**config.mk**
```make
export PLATFORM = sky130hd
export DESIGN_NAME = branch_target_table
export DESIGN_NICKNAME = d
export VERILOG_FILES = /design/src/rtl/bt_pkg.sv /design/src/rtl/bt_storage.sv /design/src/rtl/branch_target_table.sv
export SDC_FILE = /design/constraint.sdc
export NUM_CORES = 1
export LEC_CHECK = 0
export CORE_MARGIN = 3
export CORE_UTILIZATION = 40
export DETAILED_ROUTE_END_ITERATION = 6
export GPL_TIMING_DRIVEN = 0
export SLEW_MARGIN = 5
export SYNTH_ARGS = -nofsm -noshare
export SYNTH_HDL_FRONTEND = slang
export SYNTH_SLANG_ARGS = --single-unit
```
**constraint.sdc**
```tcl
create_clock -name clk -period 5.05 [get_ports clk]
set_clock_uncertainty 0.1 [all_clocks]
set_input_delay 0.505 -clock clk [delete_from_list [all_inputs] [get_ports clk]]
set_output_delay 0.505 -clock clk [all_outputs]
set_load 0.1 [all_outputs]
```
**src/rtl/bt_pkg.sv**
```systemverilog
// Shared types and default widths for the programmable branch target table.
package bt_pkg;

  localparam int LABEL_W_DEF = 8;
  localparam int PC_W_DEF    = 12;

  typedef enum logic [1:0] {
    INIT   = 2'd0,
    RUN    = 2'd1,
    LOCKED = 2'd2
  } bt_state_e;

  typedef logic [LABEL_W_DEF-1:0] label_t;
  typedef logic [PC_W_DEF-1:0]    pc_t;

endpackage

```
**src/rtl/bt_storage.sv**
```systemverilog
// Branch target storage: PC register array plus per-entry valid bits.
// It has one write port, one valid-clear port and a range-checked combinational read.
module bt_storage
  import bt_pkg::*;
#(
  parameter int LABEL_W = LABEL_W_DEF,
  parameter int PC_W    = PC_W_DEF,
  parameter int DEPTH   = 64,
  parameter int IDX_W   = (DEPTH > 1) ? $clog2(DEPTH) : 1
) (
  input  logic               clk,
  input  logic               i_wr_en,
  input  logic [LABEL_W-1:0] i_wr_label,
  input  logic [PC_W-1:0]    i_wr_pc,
  input  logic               i_clr_en,
  input  logic [IDX_W-1:0]   i_clr_idx,
  input  logic [LABEL_W-1:0] i_rd_label,
  output logic               o_rd_valid,
  output logic [PC_W-1:0]    o_rd_pc
);

  localparam logic [LABEL_W:0] DEPTH_L = (LABEL_W+1)'(DEPTH);

  logic [PC_W-1:0]    r_pc [DEPTH];
  logic [DEPTH-1:0]   r_valid;
  logic               w_wr_in_range;
  logic               w_rd_in_range;
  logic [IDX_W-1:0]   w_wr_idx;
  logic [IDX_W-1:0]   w_rd_idx;

  assign w_wr_in_range = ({1'b0, i_wr_label} < DEPTH_L);
  assign w_rd_in_range = ({1'b0, i_rd_label} < DEPTH_L);
  assign w_wr_idx      = i_wr_label[IDX_W-1:0];
  assign w_rd_idx      = i_rd_label[IDX_W-1:0];

  // Out-of-range writes are dropped here as well, so the caller cannot alias entries
  always_ff @(posedge clk) begin
    if (i_wr_en && w_wr_in_range) begin
      r_pc[w_wr_idx]    <= i_wr_pc;
      r_valid[w_wr_idx] <= 1'b1;
    end else if (i_clr_en) begin
      r_valid[i_clr_idx] <= 1'b0;
    end
  end

  assign o_rd_valid = w_rd_in_range && r_valid[w_rd_idx];
  assign o_rd_pc    = r_pc[w_rd_idx];

endmodule

```
**src/rtl/branch_target_table.sv**
```systemverilog
// Writable, lockable label-to-PC lookup between the decoder and the fetch PC mux.
// Holds the init/run/locked FSM, valid-bit sweep, write-first bypass and registered read outputs.
module branch_target_table
  import bt_pkg::*;
#(
  parameter int              LABEL_W    = LABEL_W_DEF,
  parameter int              PC_W       = PC_W_DEF,
  parameter int              DEPTH      = 64,
  parameter logic [PC_W-1:0] DEFAULT_PC = '0
) (
  input  logic               clk,
  input  logic               rst_n,
  input  logic               rd_req,
  input  logic [LABEL_W-1:0] rd_label,
  output logic               rd_valid,
  output logic [PC_W-1:0]    rd_pc,
  output logic               rd_hit,
  input  logic               wr_en,
  input  logic [LABEL_W-1:0] wr_label,
  input  logic [PC_W-1:0]    wr_pc,
  output logic               wr_ready,
  output logic               wr_err,
  input  logic               lock_req,
  output logic               locked,
  output logic               init_busy
);

  localparam int               IDX_W    = (DEPTH > 1) ? $clog2(DEPTH) : 1;
  localparam logic [LABEL_W:0] DEPTH_L  = (LABEL_W+1)'(DEPTH);
  localparam logic [IDX_W-1:0] LAST_IDX = IDX_W'(DEPTH - 1);

  bt_state_e        r_state;
  bt_state_e        w_state_nxt;
  logic [IDX_W-1:0] r_sweep;
  logic             r_rd_valid;
  logic [PC_W-1:0]  r_rd_pc;
  logic             r_rd_hit;
  logic             r_wr_err;

  logic             w_wr_in_range;
  logic             w_wr_accept;
  logic             w_wr_reject;
  logic             w_clr_en;
  logic             w_store_valid;
  logic [PC_W-1:0]  w_store_pc;

  assign w_wr_in_range = ({1'b0, wr_label} < DEPTH_L);
  assign w_wr_accept   = (r_state == RUN) && wr_en && w_wr_in_range;
  assign w_wr_reject   = wr_en && (((r_state == RUN) && !w_wr_in_range) || (r_state == LOCKED));
  assign w_clr_en      = (r_state == INIT);

  bt_storage #(
    .LABEL_W (LABEL_W),
    .PC_W    (PC_W),
    .DEPTH   (DEPTH),
    .IDX_W   (IDX_W)
  ) u_storage (
    .clk        (clk),
    .i_wr_en    (w_wr_accept),
    .i_wr_label (wr_label),
    .i_wr_pc    (wr_pc),
    .i_clr_en   (w_clr_en),
    .i_clr_idx  (r_sweep),
    .i_rd_label (rd_label),
    .o_rd_valid (w_store_valid),
    .o_rd_pc    (w_store_pc)
  );

  always_ff @(posedge clk) begin
    if (!rst_n) begin
      r_state <= INIT;
      r_sweep <= '0;
    end else begin
      r_state <= w_state_nxt;
      if (r_state == INIT) r_sweep <= r_sweep + 1'b1;
    end
  end

  // LOCKED is only left through reset; a write alongside lock_req still lands
  always_comb begin
    w_state_nxt = r_state;
    case (r_state)
      INIT:    if (r_sweep == LAST_IDX) w_state_nxt = RUN;
      RUN:     if (lock_req) w_state_nxt = LOCKED;
      LOCKED:  w_state_nxt = LOCKED;
      default: w_state_nxt = INIT;
    endcase
  end

  // Read results update only on a request; INIT forces a miss, a same-label accepted write bypasses
  always_ff @(posedge clk) begin
    if (!rst_n) begin
      r_rd_valid <= 1'b0;
      r_rd_pc    <= DEFAULT_PC;
      r_rd_hit   <= 1'b0;
      r_wr_err   <= 1'b0;
    end else begin
      r_rd_valid <= rd_req;
      r_wr_err   <= w_wr_reject;
      if (rd_req) begin
        if (r_state == INIT) begin
          r_rd_pc  <= DEFAULT_PC;
          r_rd_hit <= 1'b0;
        end else if (w_wr_accept && (wr_label == rd_label)) begin
          r_rd_pc  <= wr_pc;
          r_rd_hit <= 1'b1;
        end else if (w_store_valid) begin
          r_rd_pc  <= w_store_pc;
          r_rd_hit <= 1'b1;
        end else begin
          r_rd_pc  <= DEFAULT_PC;
          r_rd_hit <= 1'b0;
        end
      end
    end
  end

  assign rd_valid  = r_rd_valid;
  assign rd_pc     = r_rd_pc;
  assign rd_hit    = r_rd_hit;
  assign wr_err    = r_wr_err;
  assign init_busy = (r_state == INIT);
  assign wr_ready  = (r_state == RUN);
  assign locked    = (r_state == LOCKED);

endmodule

```
## Yosys cells after proc, flatten, opt, wreduce, memory -nomap -nowiden

Memory sizes are Yosys's and may differ from the RTL's.
Cells that the tools add are included.

- Input bits: 33
- Output and inout bits: 18
- Memories: 1
- RAM bits: 768
- Bits in registers: 87

Memory list:

| memory | words | width | rd ports | clocked after Yosys merged registers in | write ports | RTL line | source |
|---|---|---|---|---|---|---|---|
| u_storage.r_pc | 64 | 12 | 1 | 0 | 1 | bt_storage.sv:24 | `logic [PC_W-1:0] r_pc [DEPTH];` |

- Order comparisons: 7
- Bitwise logic cells: 3
- Add/subtract/negate cells: 1
- Muxes and demuxes: 19
- Reduce and logical (&&, ||, !) cells: 14
- Equality and inequality tests: 6

Operators with widths:

| cell | number |
|---|---|
| two-way mux 64 bit | 2 |
| AND 64 bit | 1 |
| NOT 64 bit | 1 |
| OR 64 bit | 1 |
| two-way mux 12 bit | 3 |
| less-than comparator 6 x 7 -> 1 bit (second input constant) | 3 |
| less-than comparator 8 x 7 -> 1 bit (second input constant) | 2 |
| demux 1 bit (select 6 bit) | 2 |
| greater-or-equal comparator 6 x 1 -> 1 bit (second input constant) | 2 |
| logical AND 1 bit | 9 |
| equality test 8 bit | 1 |
| two-way mux 1 bit | 8 |
| adder 6 x 1 -> 6 bit (second input constant) | 1 |
| binary-select mux 1 bit (select 6 bit) | 1 |
| equality test 6 bit (second input constant) | 1 |
| one-hot mux 2 bit (3 select lines) | 1 |
| two-way mux 2 bit | 2 |
| != test 2 x 1 -> 1 bit (second input constant) | 2 |
| equality test 2 x 1 -> 1 bit (second input constant) | 1 |
| equality test 2 bit (second input constant) | 1 |
| logical NOT 2 bit | 1 |
| AND reduction 2 bit | 1 |
| nonzero test 2 bit | 1 |
| logical NOT 1 bit | 1 |
| logical OR 1 bit | 1 |

## Logic depth before layout (Yosys ltp)

Gate-level depths: netlist of run 1.

- Word-level depth: 8
- Mapped depth: 12
- Mapped depth without buffers: 9

## By module

From an unflattened synthesis of run 1, not the netlist that was laid out.

- Cells, all modules: 1716
- Area total of the unflattened synthesis: 34345.4 µm²

Modules (own cells, without submodules):

| module | seq. area each (µm²) | times used | area each (µm²) | cells an instance |
|---|---|---|---|---|
| bt_storage | 24984.0 | 1 | 33115.5 | 1579 |
| branch_target_table | 460.4 | 1 | 1229.9 | 137 |

## Least setup slack after synthesis of run 1

OpenSTA, ideal clock, no wires.

- Path kind: register to register
- From: register r_state[0]
- To: register u_storage.r_valid[0] (enable)
- Required time: 4.518 ns
- Setup time: 0.432 ns
- Cell stages (with the launch flop): 5
- Arrival: 3.145 ns
- Setup slack: 1.373 ns
- Clock period less this slack: 3.677 ns
- Cells stage by stage: dfxtp_1 -> inv_1 -> ha_1 -> clkbuf_1 -> nand2b_1

RTL lines:

| item | RTL line | source |
|---|---|---|
| from (decl) | branch_target_table.sv:32 | `bt_state_e r_state;` |
| from (signal assigned) | branch_target_table.sv:74 | `r_state <= w_state_nxt;` |
| logical NOT 2 bit | n/a |  |
| net init_busy | branch_target_table.sv:25 | `output logic init_busy` |
| nonzero test 2 bit (no line) | n/a |  |
| to (signal, indexed assignment) | bt_storage.sv:40 | `r_valid[w_wr_idx] <= 1'b1;` |
| to (signal, indexed assignment) | bt_storage.sv:42 | `r_valid[i_clr_idx] <= 1'b0;` |
| to (decl) | bt_storage.sv:25 | `logic [DEPTH-1:0] r_valid;` |

The timed path passes the listed nets, and every way through them passes these cells.
A chain may end at the register's enable or synchronous reset.

## Worst setup path in the final report of run 1

- From: register r_state[1]
- To: register u_storage.r_valid[3], data pin

- Longest elaborated chain between the ends: 5

RTL lines:

| item | RTL line | source |
|---|---|---|
| equality test 2 x 1 -> 1 bit | branch_target_table.sv:48 | `assign w_wr_accept = (r_state == RUN) && wr_en && w_wr_in_range;` |
| logical AND 1 bit (2 in a row) | branch_target_table.sv:48 |  |
| logical AND 1 bit | bt_storage.sv:38 | `if (i_wr_en && w_wr_in_range) begin` |
| two-way mux 64 bit | bt_storage.sv:38 |  |

Every way passes these cells.

==> metrics.txt, run 1 <==
# TYPE chip_impl_metric gauge
chip_impl_info{name="run_status",value="finished, final reports clean"} 1
chip_impl_info{name="tritoncts",value="done"} 1
chip_impl_metric{name="htree_levels",unit=""} 3
chip_impl_metric{name="antenna_found_initial",unit=""} 4
chip_impl_info{name="end_kind",value="flop"} 1
chip_impl_metric{name="synth_area_per_cell",unit="µm²"} 19.2
chip_impl_metric{name="floorplan.die.width",unit="µm"} 299
chip_impl_metric{name="dr_total_vias",unit=""} 18300
chip_impl_metric{name="cts.reportedPaths.clkPinSlew",unit="ps"} 60
chip_impl_metric{name="via_per_inst",unit=""} 5.80
chip_impl_info{name="grt_setup_unrepaired",value="false"} 1
chip_impl_info{name="critPathKind",value="flop to flop"} 1
chip_impl_metric{name="report.final.setup_viol",unit=""} 0
chip_impl_metric{name="timing.critical_path.fanout_max",unit=""} 13
chip_impl_metric{name="pin_count",unit=""} 51
chip_impl_metric{name="cts.path.max_buffers",unit=""} 3
chip_impl_metric{name="worst_slew_margin_rel",unit="%"} 13.3
chip_impl_metric{name="drt_pass1_iterations",unit=""} 7
chip_impl_metric{name="maxClockFrequency",unit="GHz"} 0.245
chip_impl_metric{name="power.density",unit="mW/mm²"} 380
chip_impl_metric{name="dpl_worst_slack",unit="ps"} 395
chip_impl_metric{name="place.gp.congestion",unit=""} 0.899
chip_impl_metric{name="grt_start_max_net_pins",unit=""} 66
chip_impl_metric{name="fillers",unit=""} 7060
chip_impl_metric{name="finalHoldViolCount",unit=""} 0
chip_impl_metric{name="critPathArrivalTime",unit="ps"} 4480
chip_impl_info{name="critical_path.reg2reg.endpoint",value="u_storage.r_valid[3]"} 1
chip_impl_metric{name="postCtsSetupBuffers",unit=""} 0
chip_impl_metric{name="count_of_flip_flops_with_a_built_in_enable_after_synthesis",unit=""} 832
chip_impl_metric{name="final_layout_size_suffix_gt1_share",unit="%"} 23.7
chip_impl_info{name="final_common_cell",value="sky130_fd_sc_hd__edfxtp_1"} 1
chip_impl_info{name="commonest_cells_after_routing_fill_and_taps_aside",value="832 x sky130_fd_sc_hd__edfxtp_1, 174 x sky130_fd_sc_hd__mux4_2, 139 x sky130_fd_sc_hd__mux2i_1"} 1
chip_impl_metric{name="timing.critical_path.required",unit="ps"} 5440
chip_impl_metric{name="yosys.cell_types.count",unit=""} 58
chip_impl_metric{name="power.ir.vdd_worst",unit="mV"} 0.280
chip_impl_metric{name="synth_async_sr_flop_share",unit="%"} 0
chip_impl_metric{name="synthCells",unit=""} 1786
chip_impl_metric{name="grt.total_usage",unit="%"} 20.3
chip_impl_metric{name="initial_core_util",unit="%"} 40.7
chip_impl_metric{name="reg2regPathDepth",unit=""} 8
chip_impl_metric{name="nets_final",unit=""} 1993
chip_impl_metric{name="routed-wl-met3",unit="µm"} 7160
chip_impl_metric{name="met2WireLength",unit="µm"} 43800
chip_impl_metric{name="route.detailed.wl_per_inst",unit="µm"} 28.9
chip_impl_metric{name="drcViolationCount",unit=""} 0
chip_impl_metric{name="first_drt_iteration_drcs",unit=""} 2165
chip_impl_metric{name="cts.sinks",unit=""} 855
chip_impl_metric{name="grt_first_pass_wirelength",unit="µm"} 130000
chip_impl_metric{name="mappedNetlistNets",unit=""} 1823
chip_impl_metric{name="die-height",unit="µm"} 299
chip_impl_metric{name="leakage",unit="nW"} 12.6
chip_impl_metric{name="tightest_slew",unit="ps"} 1300
chip_impl_metric{name="m1WireLength",unit="µm"} 37400
chip_impl_metric{name="tritoncts.num_buffers",unit=""} 88
chip_impl_info{name="cts-root-buf",value="sky130_fd_sc_hd__clkbuf_16"} 1
chip_impl_metric{name="max_cap_viol_count",unit=""} 0
chip_impl_metric{name="post-dp-hpwl",unit="µm"} 61000
chip_impl_metric{name="grt_pass1_vias",unit=""} 18300
chip_impl_info{name="worstReg2RegStart",value="r_state[1]"} 1
chip_impl_info{name="hold_path_startpoint",value="wr_pc[3]"} 1
chip_impl_metric{name="clkLatencyLatePin",unit="ps"} 640
chip_impl_metric{name="synth-seq-area-share",unit="%"} 74.1
chip_impl_metric{name="final.setup.tns",unit="ps"} 0
chip_impl_metric{name="ys_warn_count",unit=""} 0
chip_impl_metric{name="slew_violations",unit=""} 0
chip_impl_info{name="worst_setup_path_start_kind",value="flop"} 1
chip_impl_info{name="min-delay-path-class",value="input port to flop"} 1
chip_impl_metric{name="rows",unit=""} 106
chip_impl_metric{name="final.period_utilization",unit="%"} 80.9
chip_impl_metric{name="timing.hold.worst_path_depth",unit=""} 1
chip_impl_metric{name="postCtsHoldBufs",unit=""} 0
chip_impl_metric{name="syn-cell-area",unit="mm²"} 0.0344
chip_impl_metric{name="routed_wl",unit="µm"} 91500
chip_impl_metric{name="count_of_input_and_output_buffers",unit=""} 43
chip_impl_metric{name="area_delta_synth_final",unit="%"} 15.8
chip_impl_info{name="hold_path_end",value="u_storage.r_pc[20][3]"} 1
chip_impl_info{name="ys.flop_type",value="sky130_fd_sc_hd__edfxtp_1"} 1
chip_impl_metric{name="finalCriticalPeriod",unit="ps"} 4090
chip_impl_metric{name="design.die.area",unit="mm²"} 0.0894
chip_impl_metric{name="postLayoutSetupSlackWorst",unit="ps"} 964
chip_impl_metric{name="gr-total-overflow",unit=""} 0
chip_impl_metric{name="flip_flop_and_latch_count_after_synthesis",unit=""} 855
chip_impl_info{name="dr.max_layer_used",value="met5"} 1
chip_impl_metric{name="ff2ff_setup_slack",unit="ps"} 960
chip_impl_metric{name="design.core.area",unit="mm²"} 0.0844
chip_impl_metric{name="cts_resized",unit=""} 0
chip_impl_metric{name="route.antenna.remaining_nets",unit=""} 0
## routing by layer
metal,global-route usage [%],up-vias
met5,0,-
met4,6.36,4
met3,4.11,198
met2,32.7,864
met1,27.8,9597
li1,-,7676
## where the power goes
group          switching (mW)  internal, mW
clock network            2.72          3.80
registers              0.0126          7.80
logic                   0.520         0.286
total                    3.25          11.9
## cells by family after synthesis
family	share of synthesized area, %
AO/OA/AOI/OAI	4.33
buffers and inverters	1.94
AND/OR/NAND/NOR	3.72
flip-flops	74.1
XOR/XNOR	0.255
multiplexers	15.5
adder cells (fa/ha/maj)	0.146
## layout make-up
type                            count  area, µm²  area share [%]
Sequential cell                   855      25400            63.9
Multi-Input combinational cell    818       8400            21.1
Clock buffer                      102       2310            5.79
Tap cell                         1134       1420            3.57
Timing Repair Buffer               80        960            2.41
Buffer                             99        616            1.55
Clock inverter                     59        594            1.49
Inverter                           14       52.6           0.132
Antenna cell                        1       2.50         0.00629
## synthesized netlist by cell type, drive strengths merged (4+ instances only)
| cell type | n | share of area (%) |
|---|---|---|
| and2 | 9 | 0.16 |
| dfxtp | 23 | 1.3 |
| o221ai | 12 | 0.31 |
| nor2b | 24 | 0.44 |
| a221oi | 4 | 0.10 |
| xor2 | 7 | 0.18 |
| o2111ai | 12 | 0.31 |
| a31oi | 12 | 0.22 |
| mux2i | 139 | 4.1 |
| nor2 | 120 | 1.3 |
| nand3b | 6 | 0.13 |
| nand2b | 16 | 0.29 |
| inv | 11 | 0.12 |
| nand2 | 44 | 0.48 |
| a21oi | 77 | 1.1 |
| edfxtp | 832 | 73 |
| ha | 4 | 0.15 |
| buf | 54 | 1.3 |
| nand3 | 23 | 0.34 |
| o22ai | 11 | 0.20 |
| o21ai | 16 | 0.23 |
| nor3 | 5 | 0.11 |
| a22oi | 37 | 0.81 |
| clkbuf | 45 | 0.50 |
| mux4 | 175 | 11 |
| o22a | 24 | 0.61 |
## how the worst max path moves through the flow
| stage | from | end |
|---|---|---|
| floorplan | r_state[0] | u_storage.r_valid[0] |
| global placement | wr_en | u_storage.r_valid[59] |
| detailed placement | wr_en | u_storage.r_pc[7][0] |
| CTS | r_state[1] | u_storage.r_pc[7][0] |
| global route | r_state[1] | u_storage.r_valid[5] |
| finish | r_state[1] | u_storage.r_valid[3] |
## registers in the layout, indices dropped and copies added (netlist names)
register,flops
u_storage.r_valid,64
r_state,2
wr_err,1
r_sweep,6
rd_hit,1
u_storage.r_pc,768
rd_valid,1
rd_pc,12
## worst max-delay path, cell delays in order (launching register included)
cell,delay (ps)
sky130_fd_sc_hd__dfxtp_1,310
sky130_fd_sc_hd__inv_1,100
sky130_fd_sc_hd__ha_1,240
sky130_fd_sc_hd__nand2_1,70
sky130_fd_sc_hd__nor3_1,820
sky130_fd_sc_hd__nand4b_1,950
sky130_fd_sc_hd__nor2_2,1060
sky130_fd_sc_hd__nor2_1,110
sky130_fd_sc_hd__a21oi_1,160
## stage by stage
stage / instances / total power [mW] / area (µm²) / hold WS, ps / util, %
after floorplan: 1786 / 8.38 / 34400 / 422 / -
after global placement: 2963 / 8.75 / 36200 / 441 / 42.9
after detailed placement: 3000 / 8.76 / 36900 / 452 / 43.7
after CTS: 3161 / 15.2 / 39800 / 229 / 47.1
after global routing: 3161 / 15.6 / 39800 / 249 / 47.2
final: 3162 / 15.1 / 39800 / 264 / 47.2
Power figures use the tool's default switching activity.
==> run 2: changes to the inputs <==
Clock period 5.05 ns to 3.7 ns, I/O delays scaled along.
==> run 2 against run 1 <==
Sequential cell count stayed put; sequential power is 37% higher; count of clock-buffer cells in the layout stayed put; core utilization is 0.15 points higher; non-clock buffer count is 4 higher; power is 36% higher; via count is 0.21% lower; worst setup slack worse by 950 ps; sequential share of layout area is 0.20 points lower; combinational power is 37% higher; global-route usage hardly changed; critical endpoint is now u_storage.r_valid[58].
==> metrics.txt, run 2 (synthesis results as in run 1) <==
# TYPE chip_impl_metric gauge
chip_impl_metric{name="initial_core_util",unit="%"} 40.7
chip_impl_metric{name="slew_violations",unit=""} 0
chip_impl_metric{name="final.period_utilization",unit="%"} 99.6
chip_impl_metric{name="layout.cells.non_filler",unit=""} 3166
chip_impl_metric{name="drcViolationCount",unit=""} 0
chip_impl_metric{name="worst_slew_margin_rel",unit="%"} 12.4
chip_impl_info{name="final_common_cell",value="sky130_fd_sc_hd__edfxtp_1"} 1
chip_impl_metric{name="placed_cells_incl_taps",unit=""} 3000
chip_impl_metric{name="die-height",unit="µm"} 299
chip_impl_metric{name="power.density",unit="mW/mm²"} 517
chip_impl_metric{name="routed_wl",unit="µm"} 91400
chip_impl_metric{name="grt.total_usage",unit="%"} 20.3
chip_impl_metric{name="clkPwrFrac",unit="%"} 43.0
chip_impl_info{name="crit_path_cell_chain",value="inv_1 -> ha_1 -> nand4bb_1 -> clkbuf_1 -> nor2_1 -> nand3b_1 -> nor2_2 -> nor2_1 -> a21oi_1"} 1
chip_impl_metric{name="via_per_inst",unit=""} 5.78
chip_impl_info{name="worst_setup_path_start_kind",value="flop"} 1
chip_impl_metric{name="max_ffs_per_register",unit=""} 768
chip_impl_metric{name="drt_pass1_iterations",unit=""} 5
chip_impl_metric{name="fillers",unit=""} 7045
chip_impl_metric{name="antenna_found_initial",unit=""} 3
chip_impl_metric{name="design.core.area",unit="mm²"} 0.0844
chip_impl_info{name="end_kind",value="flop"} 1
chip_impl_metric{name="gr-total-overflow",unit=""} 0
chip_impl_info{name="worst_setup_path_startpoint",value="r_state[1]"} 1
chip_impl_metric{name="postPlaceCellArea",unit="mm²"} 0.0369
chip_impl_metric{name="tightest_slew",unit="ps"} 1310
chip_impl_metric{name="dr_total_vias",unit=""} 18300
chip_impl_metric{name="combinationalPowerShare",unit="%"} 5.3
chip_impl_info{name="grt_setup_unrepaired",value="true"} 1
chip_impl_info{name="critical_path.reg2reg.endpoint",value="u_storage.r_valid[58]"} 1
chip_impl_metric{name="postLayoutSetupSlackWorst",unit="ps"} 15.3
chip_impl_metric{name="ff2ff_setup_slack",unit="ps"} 20
chip_impl_metric{name="clkLatencyLatePin",unit="ps"} 640
chip_impl_metric{name="fin_hold_ws",unit="ps"} 121
chip_impl_metric{name="finalCriticalPeriod",unit="ps"} 3680
chip_impl_metric{name="swShare",unit="%"} 21.5
chip_impl_metric{name="dpl_worst_slack",unit="ps"} -820
chip_impl_metric{name="power",unit="mW"} 20.6
chip_impl_info{name="critPathKind",value="flop to flop"} 1
chip_impl_metric{name="cellInternalPower",unit="mW"} 16.2
chip_impl_metric{name="max_cap_viol_count",unit=""} 0
chip_impl_metric{name="report.final.setup_viol",unit=""} 0
chip_impl_metric{name="cts.reportedPaths.clkPinSlew",unit="ps"} 60
chip_impl_metric{name="first_drt_iteration_drcs",unit=""} 2140
chip_impl_metric{name="leakage",unit="nW"} 12.6
chip_impl_metric{name="design.die.area",unit="mm²"} 0.0894
chip_impl_metric{name="route.antenna.remaining_nets",unit=""} 0
chip_impl_info{name="cts-root-buf",value="sky130_fd_sc_hd__clkbuf_16"} 1
chip_impl_metric{name="tritoncts.num_buffers",unit=""} 88
chip_impl_metric{name="place.gp.congestion",unit=""} 0.899
chip_impl_metric{name="area_delta_synth_final",unit="%"} 16.2
chip_impl_metric{name="pin_count",unit=""} 51
chip_impl_metric{name="switching_power",unit="mW"} 4.43
chip_impl_metric{name="rows",unit=""} 106
chip_impl_metric{name="sequentialPowerShare",unit="%"} 51.6
chip_impl_metric{name="post-dp-hpwl",unit="µm"} 61000
chip_impl_metric{name="timing.critical_path.required",unit="ps"} 4090
chip_impl_metric{name="finalHoldViolCount",unit=""} 0
chip_impl_info{name="min-delay-path-class",value="input port to flop"} 1
chip_impl_info{name="cpMaxStageDelayCell",value="sky130_fd_sc_hd__nor2_2"} 1
chip_impl_metric{name="htree_levels",unit=""} 3
chip_impl_metric{name="grt_first_pass_wirelength",unit="µm"} 130000
chip_impl_info{name="run_status",value="finished, final reports clean"} 1
chip_impl_metric{name="final_design_area_no_fill",unit="mm²"} 0.0399
chip_impl_metric{name="floorplan.die.width",unit="µm"} 299
chip_impl_metric{name="critPathArrivalTime",unit="ps"} 4070
chip_impl_metric{name="nets_final",unit=""} 1997
chip_impl_info{name="setup.worst_path.end",value="u_storage.r_valid[58]"} 1
chip_impl_info{name="commonest_cells_after_routing_fill_and_taps_aside",value="832 x sky130_fd_sc_hd__edfxtp_1, 174 x sky130_fd_sc_hd__mux4_2, 139 x sky130_fd_sc_hd__mux2i_1"} 1
chip_impl_metric{name="timing.critical_path.fanout_max",unit=""} 13
chip_impl_metric{name="final.setup.tns",unit="ps"} 0
chip_impl_metric{name="cts.path.max_buffers",unit=""} 3
chip_impl_metric{name="route.detailed.wl_per_inst",unit="µm"} 28.9
chip_impl_metric{name="reg2regPathDepth",unit=""} 9
chip_impl_metric{name="power.ir.vdd_worst",unit="mV"} 0.382
chip_impl_metric{name="timing.critical_path.slowest_cell_delay",unit="ps"} 1000
chip_impl_info{name="critical_path.most_common_cell",value="sky130_fd_sc_hd__nor2_1"} 1
chip_impl_metric{name="final_layout_size_suffix_gt1_share",unit="%"} 24.1
chip_impl_metric{name="cts.sinks",unit=""} 855
chip_impl_info{name="tritoncts",value="done"} 1
chip_impl_metric{name="final_core_utilization",unit="%"} 47.3
chip_impl_metric{name="grt_start_max_net_pins",unit=""} 66
chip_impl_info{name="top_register",value="u_storage.r_pc"} 1
chip_impl_metric{name="count_of_input_and_output_buffers",unit=""} 43
chip_impl_info{name="worstReg2RegStart",value="r_state[1]"} 1
chip_impl_metric{name="maxClockFrequency",unit="GHz"} 0.271
chip_impl_metric{name="postCtsHoldBufs",unit=""} 0
chip_impl_metric{name="grt_pass1_vias",unit=""} 18300
==> run 2: changes by cell type in the layout (fill, tap and decap cells not counted), sizes merged <==
cell  change
buf       +4
==> run 2: worst max-delay path: cells and delay by family (launching register included) <==
family / cells / cell delay, ps
AO/OA/AOI/OAI: 1 / 170
adder cells (fa/ha/maj): 1 / 240
buffers and inverters: 2 / 420
flip-flops: 1 / 310
AND/OR/NAND/NOR: 5 / 2290
==> run 2: power groups by stage <==
| stage | clock, mW | sequential (mW) | combinational [mW] |
|---|---|---|---|
| finish | 8.88 | 10.7 | 1.10 |
| global route | 9.43 | 10.7 | 1.15 |
| CTS | 9.02 | 10.7 | 1.10 |
| detailed placement | 0 | 10.9 | 1.09 |
| global placement | 0 | 10.9 | 1.05 |
| floorplan | 0 | 10.9 | 0.577 |
==> run 2: what timing repair did <==
action	4_1_cts	5_1_grt
setup buffers	4	0
setup endpoints to repair	310	182
resized for setup	19	8
pin swaps	1	0
==> run 2: how the worst min path moves through the flow <==
| stage | start | to | slack, ps | depth (start not counted) |
|---|---|---|---|---|
| 2_1_floorplan | wr_pc[0] | u_storage.r_pc[0][0] | 370 | 0 |
| 3_3_place_gp | u_storage.r_valid[21] | u_storage.r_valid[21] | 440 | 1 |
| 3_5_place_dp | u_storage.r_valid[5] | u_storage.r_valid[5] | 450 | 1 |
| 4_1_cts | wr_pc[9] | u_storage.r_pc[7][9] | 90 | 1 |
| 5_1_grt | wr_pc[9] | u_storage.r_pc[7][9] | 110 | 1 |
| 6_report | wr_pc[3] | u_storage.r_pc[20][3] | 120 | 1 |
==> run 2: routing by layer <==
layer | GRT usage, % | vias to the layer above | wire length, µm
li1 | - | 7678 | -
met1 | 27.8 | 9648 | 37500
met2 | 32.8 | 788 | 44100
met3 | 4.15 | 185 | 6990
met4 | 6.35 | 2 | 2910
met5 | 0 | - | 11
==> run 2: layout make-up <==
type / count / area, µm² / area share [%]
Sequential cell: 855 / 25400 / 63.7
Multi-Input combinational cell: 818 / 8500 / 21.3
Clock buffer: 102 / 2310 / 5.78
Tap cell: 1134 / 1420 / 3.55
Timing Repair Buffer: 84 / 990 / 2.48
Buffer: 99 / 616 / 1.54
Clock inverter: 59 / 594 / 1.49
Inverter: 14 / 52.6 / 0.132
Antenna cell: 1 / 2.50 / 0.00627
